==> src/rtl/can_pkg.sv <==
// ----------------------------------------------------------------------------
// can_pkg
// Shared constants and types for the CAN transmit scheduler slice.
//   - CAN frame field widths (identifier, DLC, payload)
//   - Scheduler state encoding (2-bit, exported on sched_state)
//   - Maximum DLC value and a DLC clamp helper
// ----------------------------------------------------------------------------
package can_pkg;

    localparam int unsigned CAN_ID_W   = 11;
    localparam int unsigned CAN_DLC_W  = 4;
    localparam int unsigned CAN_DATA_W = 64;

    localparam logic [CAN_DLC_W-1:0] CAN_DLC_MAX = 4'd8;

    typedef enum logic [1:0] {
        StIdle   = 2'd0,
        StSelect = 2'd1,
        StReq    = 2'd2,
        StActive = 2'd3
    } sched_state_e;

    // Codes 9..15 describe an 8-byte payload on the wire.
    function automatic logic [CAN_DLC_W-1:0] clamp_dlc(input logic [CAN_DLC_W-1:0] dlc);
        return (dlc > CAN_DLC_MAX) ? CAN_DLC_MAX : dlc;
    endfunction

endpackage

==> src/rtl/can_prio_select.sv <==
// ----------------------------------------------------------------------------
// can_prio_select
// Combinational picker: among the valid entries, grant the one with the
// numerically lowest identifier; on equal identifiers the lowest index wins.
// Ports:
//   valid_i     per-entry valid flags
//   id_i        per-entry 11-bit identifiers
//   grant_o     one-hot grant (all zero when nothing is valid)
//   any_valid_o at least one entry is valid
// ----------------------------------------------------------------------------
module can_prio_select
    import can_pkg::*;
#(
    parameter int unsigned NUM_MB = 4
) (
    input  logic [NUM_MB-1:0]               valid_i,
    input  logic [NUM_MB-1:0][CAN_ID_W-1:0] id_i,
    output logic [NUM_MB-1:0]               grant_o,
    output logic                            any_valid_o
);

    logic [CAN_ID_W-1:0] best_id;
    logic                found;

    always_comb begin
        grant_o = '0;
        best_id = '1;
        found   = 1'b0;
        for (int i = 0; i < NUM_MB; i++) begin
            // Strict '<' keeps the earlier (lower) index on an id tie.
            if (valid_i[i] && (!found || (id_i[i] < best_id))) begin
                grant_o    = '0;
                grant_o[i] = 1'b1;
                best_id    = id_i[i];
                found      = 1'b1;
            end
        end
        any_valid_o = found;
    end

endmodule

==> src/rtl/can_tx_scheduler.sv <==
// ----------------------------------------------------------------------------
// can_tx_scheduler
// Transmit-side scheduler in front of a CAN node. Holds NUM_MB mailboxes,
// offers the highest-priority (lowest id) pending frame to the node with a
// req/ack handshake, then handles done / error (with retry limit) / lost
// arbitration, and reports per-mailbox done/fail pulses.
//
// Optional build macro: CAN_TX_TIMEOUT_EN adds a watchdog that treats
// TIMEOUT_CYC cycles in REQ/ACTIVE without ack/event as a node error.
//
// Ports:
//   can_clk, reset        clock, synchronous active-high reset
//   mb_load/mb_id/mb_dlc/mb_data  one-hot mailbox write port
//   mb_abort              per-mailbox abort strobe
//   mb_pending            mailbox valid flags
//   tx_done / tx_fail     per-mailbox 1-cycle result pulses
//   bus_idle              node reports bus idle
//   node_tx_req/id/dlc/data  frame offered to the node (registered)
//   node_tx_ack/done/lost/err  node handshake and result
//   sched_state           current state (IDLE=0 SELECT=1 REQ=2 ACTIVE=3)
// ----------------------------------------------------------------------------
module can_tx_scheduler
    import can_pkg::*;
#(
    parameter int unsigned NUM_MB      = 4,
    parameter int unsigned MAX_RETRY   = 8,
    parameter int unsigned TIMEOUT_CYC = 256
) (
    input  logic                  can_clk,
    input  logic                  reset,
    input  logic [NUM_MB-1:0]     mb_load,
    input  logic [CAN_ID_W-1:0]   mb_id,
    input  logic [CAN_DLC_W-1:0]  mb_dlc,
    input  logic [CAN_DATA_W-1:0] mb_data,
    input  logic [NUM_MB-1:0]     mb_abort,
    output logic [NUM_MB-1:0]     mb_pending,
    output logic [NUM_MB-1:0]     tx_done,
    output logic [NUM_MB-1:0]     tx_fail,
    input  logic                  bus_idle,
    output logic                  node_tx_req,
    output logic [CAN_ID_W-1:0]   node_tx_id,
    output logic [CAN_DLC_W-1:0]  node_tx_dlc,
    output logic [CAN_DATA_W-1:0] node_tx_data,
    input  logic                  node_tx_ack,
    input  logic                  node_tx_done,
    input  logic                  node_tx_lost,
    input  logic                  node_tx_err,
    output logic [1:0]            sched_state
);

    localparam int unsigned SelW = $clog2(NUM_MB);
    localparam logic [3:0]  MaxRetry = 4'(MAX_RETRY);

    if (NUM_MB < 2 || NUM_MB > 8 || MAX_RETRY < 1 || MAX_RETRY > 15 || TIMEOUT_CYC < 1)
    begin : g_param_check
        $error("can_tx_scheduler: parameter out of range");
    end

    sched_state_e state_q, state_d;

    logic [NUM_MB-1:0]                 valid_q, valid_d;
    logic [NUM_MB-1:0][CAN_ID_W-1:0]   id_q, id_d;
    logic [NUM_MB-1:0][CAN_DLC_W-1:0]  dlc_q, dlc_d;
    logic [NUM_MB-1:0][CAN_DATA_W-1:0] data_q, data_d;
    logic [NUM_MB-1:0][3:0]            retry_q, retry_d;

    logic [SelW-1:0]       sel_q, sel_d;
    logic                  abort_pend_q, abort_pend_d;
    logic [CAN_ID_W-1:0]   node_id_q, node_id_d;
    logic [CAN_DLC_W-1:0]  node_dlc_q, node_dlc_d;
    logic [CAN_DATA_W-1:0] node_data_q, node_data_d;
    logic [NUM_MB-1:0]     done_q, done_d;
    logic [NUM_MB-1:0]     fail_q, fail_d;

    logic [NUM_MB-1:0] grant;
    logic              any_valid;
    logic [SelW-1:0]   grant_idx;
    logic              lock, locked;
    logic [SelW-1:0]   lock_idx;
    logic              abort_now;
    logic [3:0]        retry_inc;
    logic              ev_done, ev_err, ev_lost;
    logic              timeout_hit;

    // Aborts in the SELECT cycle drop out of the candidate set, so the granted
    // mailbox is never one that is being aborted.
    can_prio_select #(
        .NUM_MB (NUM_MB)
    ) u_prio_select (
        .valid_i     (valid_q & ~mb_abort),
        .id_i        (id_q),
        .grant_o     (grant),
        .any_valid_o (any_valid)
    );

    always_comb begin
        grant_idx = '0;
        for (int i = 0; i < NUM_MB; i++) begin
            if (grant[i]) grant_idx = SelW'(i);
        end
    end

`ifdef CAN_TX_TIMEOUT_EN
    localparam int unsigned WdW = $clog2(TIMEOUT_CYC + 1);
    logic [WdW-1:0] wd_q, wd_d;

    always_comb begin
        wd_d = wd_q;
        if (state_q == StSelect) begin
            wd_d = '0;
        end else if (state_q == StReq || state_q == StActive) begin
            wd_d = wd_q + 1'b1;
        end
    end

    always_ff @(posedge can_clk) begin
        if (reset) wd_q <= '0;
        else       wd_q <= wd_d;
    end

    assign timeout_hit = (state_q == StReq || state_q == StActive) &&
                         (wd_q == WdW'(TIMEOUT_CYC - 1));
`else
    assign timeout_hit = 1'b0;
`endif

    assign abort_now = abort_pend_q | mb_abort[sel_q];
    assign retry_inc = (retry_q[sel_q] == 4'hF) ? 4'hF : retry_q[sel_q] + 4'd1;

    always_comb begin
        state_d      = state_q;
        valid_d      = valid_q;
        id_d         = id_q;
        dlc_d        = dlc_q;
        data_d       = data_q;
        retry_d      = retry_q;
        sel_d        = sel_q;
        abort_pend_d = abort_pend_q;
        node_id_d    = node_id_q;
        node_dlc_d   = node_dlc_q;
        node_data_d  = node_data_q;
        done_d       = '0;
        fail_d       = '0;
        ev_done      = 1'b0;
        ev_err       = 1'b0;
        ev_lost      = 1'b0;
        locked       = 1'b0;

        // The mailbox being offered (or about to be) is write-protected.
        lock     = 1'b0;
        lock_idx = sel_q;
        if (state_q == StSelect) begin
            lock     = any_valid;
            lock_idx = grant_idx;
        end else if (state_q == StReq || state_q == StActive) begin
            lock = 1'b1;
        end

        for (int i = 0; i < NUM_MB; i++) begin
            locked = lock && (lock_idx == SelW'(i));
            if (mb_abort[i]) begin
                if (!locked) begin
                    valid_d[i] = 1'b0;
                    retry_d[i] = '0;
                end
            end else if (mb_load[i] && !locked) begin
                valid_d[i] = 1'b1;
                id_d[i]    = mb_id;
                dlc_d[i]   = clamp_dlc(mb_dlc);
                data_d[i]  = mb_data;
                retry_d[i] = '0;
            end
        end

        case (state_q)
            StIdle: begin
                if (|valid_q && bus_idle) state_d = StSelect;
            end
            StSelect: begin
                if (any_valid) begin
                    sel_d       = grant_idx;
                    node_id_d   = id_q[grant_idx];
                    node_dlc_d  = dlc_q[grant_idx];
                    node_data_d = data_q[grant_idx];
                    state_d     = StReq;
                end else begin
                    state_d = StIdle;
                end
            end
            StReq: begin
                if (mb_abort[sel_q]) begin
                    valid_d[sel_q] = 1'b0;
                    retry_d[sel_q] = '0;
                    state_d        = StIdle;
                end else if (node_tx_ack) begin
                    state_d = StActive;
                end else if (timeout_hit) begin
                    ev_err = 1'b1;
                end
            end
            StActive: begin
                if (node_tx_done)                     ev_done = 1'b1;
                else if (node_tx_err || timeout_hit)  ev_err  = 1'b1;
                else if (node_tx_lost)                ev_lost = 1'b1;
                else                                  abort_pend_d = abort_now;
            end
            default: state_d = StIdle;
        endcase

        if (ev_done || ev_err || ev_lost) begin
            state_d      = StIdle;
            abort_pend_d = 1'b0;
            if (ev_done || abort_now) begin
                // A pending abort turns err/lost into a silent clear.
                valid_d[sel_q] = 1'b0;
                retry_d[sel_q] = '0;
                done_d[sel_q]  = ev_done;
            end else if (ev_err) begin
                retry_d[sel_q] = retry_inc;
                if (retry_inc >= MaxRetry) begin
                    valid_d[sel_q] = 1'b0;
                    retry_d[sel_q] = '0;
                    fail_d[sel_q]  = 1'b1;
                end
            end
        end
    end

    always_ff @(posedge can_clk) begin
        if (reset) begin
            state_q      <= StIdle;
            valid_q      <= '0;
            id_q         <= '0;
            dlc_q        <= '0;
            data_q       <= '0;
            retry_q      <= '0;
            sel_q        <= '0;
            abort_pend_q <= 1'b0;
            node_id_q    <= '0;
            node_dlc_q   <= '0;
            node_data_q  <= '0;
            done_q       <= '0;
            fail_q       <= '0;
        end else begin
            state_q      <= state_d;
            valid_q      <= valid_d;
            id_q         <= id_d;
            dlc_q        <= dlc_d;
            data_q       <= data_d;
            retry_q      <= retry_d;
            sel_q        <= sel_d;
            abort_pend_q <= abort_pend_d;
            node_id_q    <= node_id_d;
            node_dlc_q   <= node_dlc_d;
            node_data_q  <= node_data_d;
            done_q       <= done_d;
            fail_q       <= fail_d;
        end
    end

    assign mb_pending   = valid_q;
    assign tx_done      = done_q;
    assign tx_fail      = fail_q;
    assign node_tx_req  = (state_q == StReq);
    assign node_tx_id   = node_id_q;
    assign node_tx_dlc  = node_dlc_q;
    assign node_tx_data = node_data_q;
    assign sched_state  = state_q;

endmodule
==> config.mk <==
export PLATFORM = sky130hd
export DESIGN_NAME = can_tx_scheduler
export DESIGN_NICKNAME = d
export VERILOG_FILES = /design/src/rtl/can_pkg.sv /design/src/rtl/can_prio_select.sv /design/src/rtl/can_tx_scheduler.sv
export SDC_FILE = /design/constraint.sdc
export NUM_CORES = 1
export LEC_CHECK = 0
export CAP_MARGIN = 20
export CELL_PAD_IN_SITES_DETAIL_PLACEMENT = 1
export CELL_PAD_IN_SITES_GLOBAL_PLACEMENT = 1
export CORE_MARGIN = 10
export CORE_UTILIZATION = 45
export DETAILED_ROUTE_END_ITERATION = 7
export DONT_BUFFER_PORTS = 1
export PLACE_DENSITY = 0.79
export SYNTH_ARGS = -nofsm -noshare
export SYNTH_HDL_FRONTEND = slang
export SYNTH_HIERARCHICAL = 1
export SYNTH_SLANG_ARGS = --single-unit
==> constraint.sdc <==
create_clock -name can_clk -period 7.85 [get_ports can_clk]
set_clock_uncertainty 0.05 [all_clocks]
set_input_delay 0.3925 -clock can_clk [delete_from_list [all_inputs] [get_ports can_clk]]
set_output_delay 0.3925 -clock can_clk [all_outputs]
set_load 0.005 [all_outputs]
==> flow_summary.yaml <==
status:
  status: "finished clean"
critical_path:
  arrival_ps: 7990
  cpLargestDelayFamily: "compound AO/OA/AOI/OAI gates"
  crit_path_top_delay_cell: "a221o_2"
  worst-path-max-fanout: 20
  timing.critical_path.from_type: "flop"
  crit_required_ps: 8270
  worstSetupEndpointType: "flop"
  critical_path.n_buffers_inverters: 8
  cp_common_cell: "buf_4"
  criticalPathCategory: "reg -> reg"
  critPathMaxStageDelay_ps: 380
floorplan:
  floorplan.die.height_um: 225.2
  die_width_um: 225.2
  design.core.area_mm2: 0.04176
  row_cnt: 75
  die_area_mm2: 0.05072
  initial_core_util: 0.4538
  pin_count: 188
detailed_routing:
  initialDrtViolationCount: 1019
  drc: 0
  vias_per_cell: 5.736
  vias: 16290
  drt-wirelength-per-cell_um: 22.01
  drtPass1Iterations: 5
  route.antenna.remaining_nets: 0
  detail_route.wirelength_um: 62500
power_and_ir_drop:
  p_total_mw: 5.702
  vdd_drop_max_uv: 173.6
  power_per_cell_area_mw_per_mm2: 258.5
  p_leak_nw: 8.374
timing:
  worst_hold_slack_ps: 39.44
  report.final.slew_viol_count: 0
  timing.slew.headroom: 0.4284
  setup_viol: 0
  post-route-min-period_ps: 7570
  period_share: 0.9644
  clock.fmax_mhz: 132.1
  final_hold_violation_count: 0
  worstMarginPinSlew_ps: 856.3
place:
  numPortBuffers: 0
  place_congestion: 0.8595
  place_hpwl_um: 34840
  placed_cells_incl_taps: 2641
synthesis:
  yosysWarningCount: 6
  synth_area_per_cell_um2: 8.423
  syn-cell-area_mm2: 0.01895
  syn_inst: 2250
  postSynthNetCount: 2378
cts:
  tritoncts: "done"
  clk_latency_ps: 570
  clkTransAtPathRegs_ps: 60
  ctsLongestPathBuffers: 3
  cts_made_buffers: 47
  cts_num_sinks: 428
  cts-htree-levels: 2
  root_buffer: "clkbuf_16"
global_route:
  initial_antenna_violation_count: 9
  first_global_vias: 17140
  maximum_number_of_pins_on_one_net_before_global_route_repair: 409
  grt_overflow_total: 0
  global_route_wire_length_before_repair_um: 95430
  global_route.usage.total: 0.2329
final_layout:
  fill_cells: 4845
  layout.cells.most_common_list: "nand2_1 (575), dfxtp_1 (428), a21oi_1 (255)"
  post-route-util: 0.5284
  nNetsFinal: 2391
  finalNonFillerCells: 2840
  syn_to_final_growth_pct: 16.42
  layout.cells.most_common: "nand2_1"
  layout-drive-gt1-share: 0.08068
worst_hold_path:
  min-delay-path-class: "in -> reg"
flow_run:
  drv.max_cap_violation_count: 0
[worst paths after layout]
kind | startpoint | to | slack (ps) | depth (start not counted)
worst max register to register | mb_pending[0] | data_q[217] | 280 | 37
worst min register to register | data_q[196] | data_q[196] | 400 | 2
worst max-delay path | mb_pending[0] | data_q[217] | 280 | 37
worst min-delay path | mb_dlc[3] | dlc_q[10] | 40 | 3
[sequential cells by signal, summed over array words and instances (netlist names)]
register / cells
abort_pend_q: 1
data_q: 256
dlc_q: 16
id_q: 44
mb_pending: 4
node_tx_data: 64
node_tx_dlc: 4
node_tx_id: 11
retry_q: 16
sched_state: 2
sel_q: 2
tx_done: 4
tx_fail: 4
[report_power, final]
| group | internal, mW | switching (mW) |
|---|---|---|
| sequential | 2.34 | 0.133 |
| combinational | 0.398 | 0.602 |
| clock | 1.33 | 0.899 |
[metal layers]
layer,track usage,up-vias,wire [um]
met5,0,-,27
met4,0.06863,4,1063
met3,0.04177,82,2871
met2,0.4009,340,30190
met1,0.2915,8161,28360
li1,-,7704,-
[tightest hold or removal path, delay by kind of cell]
| kind | cells | cell delay [ps] |
|---|---|---|
| simple gates | 2 | 160 |
| compound gates | 1 | 50 |
[stage by stage]
step                setup TNS, ps  worst slack [ps]  cell area (um2)
floorplan                       0             617.0            18950
detailed placement        -102980            -419.6            19230
finish                          0             279.8            22060
global route                -1974            -112.9            22050
global placement            -3374            -60.33            19230
CTS                             0             36.54            21760
[cell type report]
type                    count  area, um2  area share
clock inverters            11      130.1    0.005898
diodes                      8      20.02   0.0009073
repair inverters            1      5.005   0.0002268
flip-flops and latches    428       8568      0.3883
multi-input cells        1624       9609      0.4355
clock buffers              68       1408     0.06380
repair buffers            136       1551     0.07032
well taps                 539      674.4     0.03057
inverters                  25      97.59    0.004423
[what timing repair did]
item / 4_1_cts / 5_1_grt
gates cloned: 3 / 3
buffers inserted: 7 / 13
hold endpoints to repair: 391 / 18
setup endpoints to repair: 369 / 417
resized for setup: 12 / 20
pin swaps: 6 / 8
hold buffers: 83 / 2
Note: power is estimated with default switching activity, not from simulation.
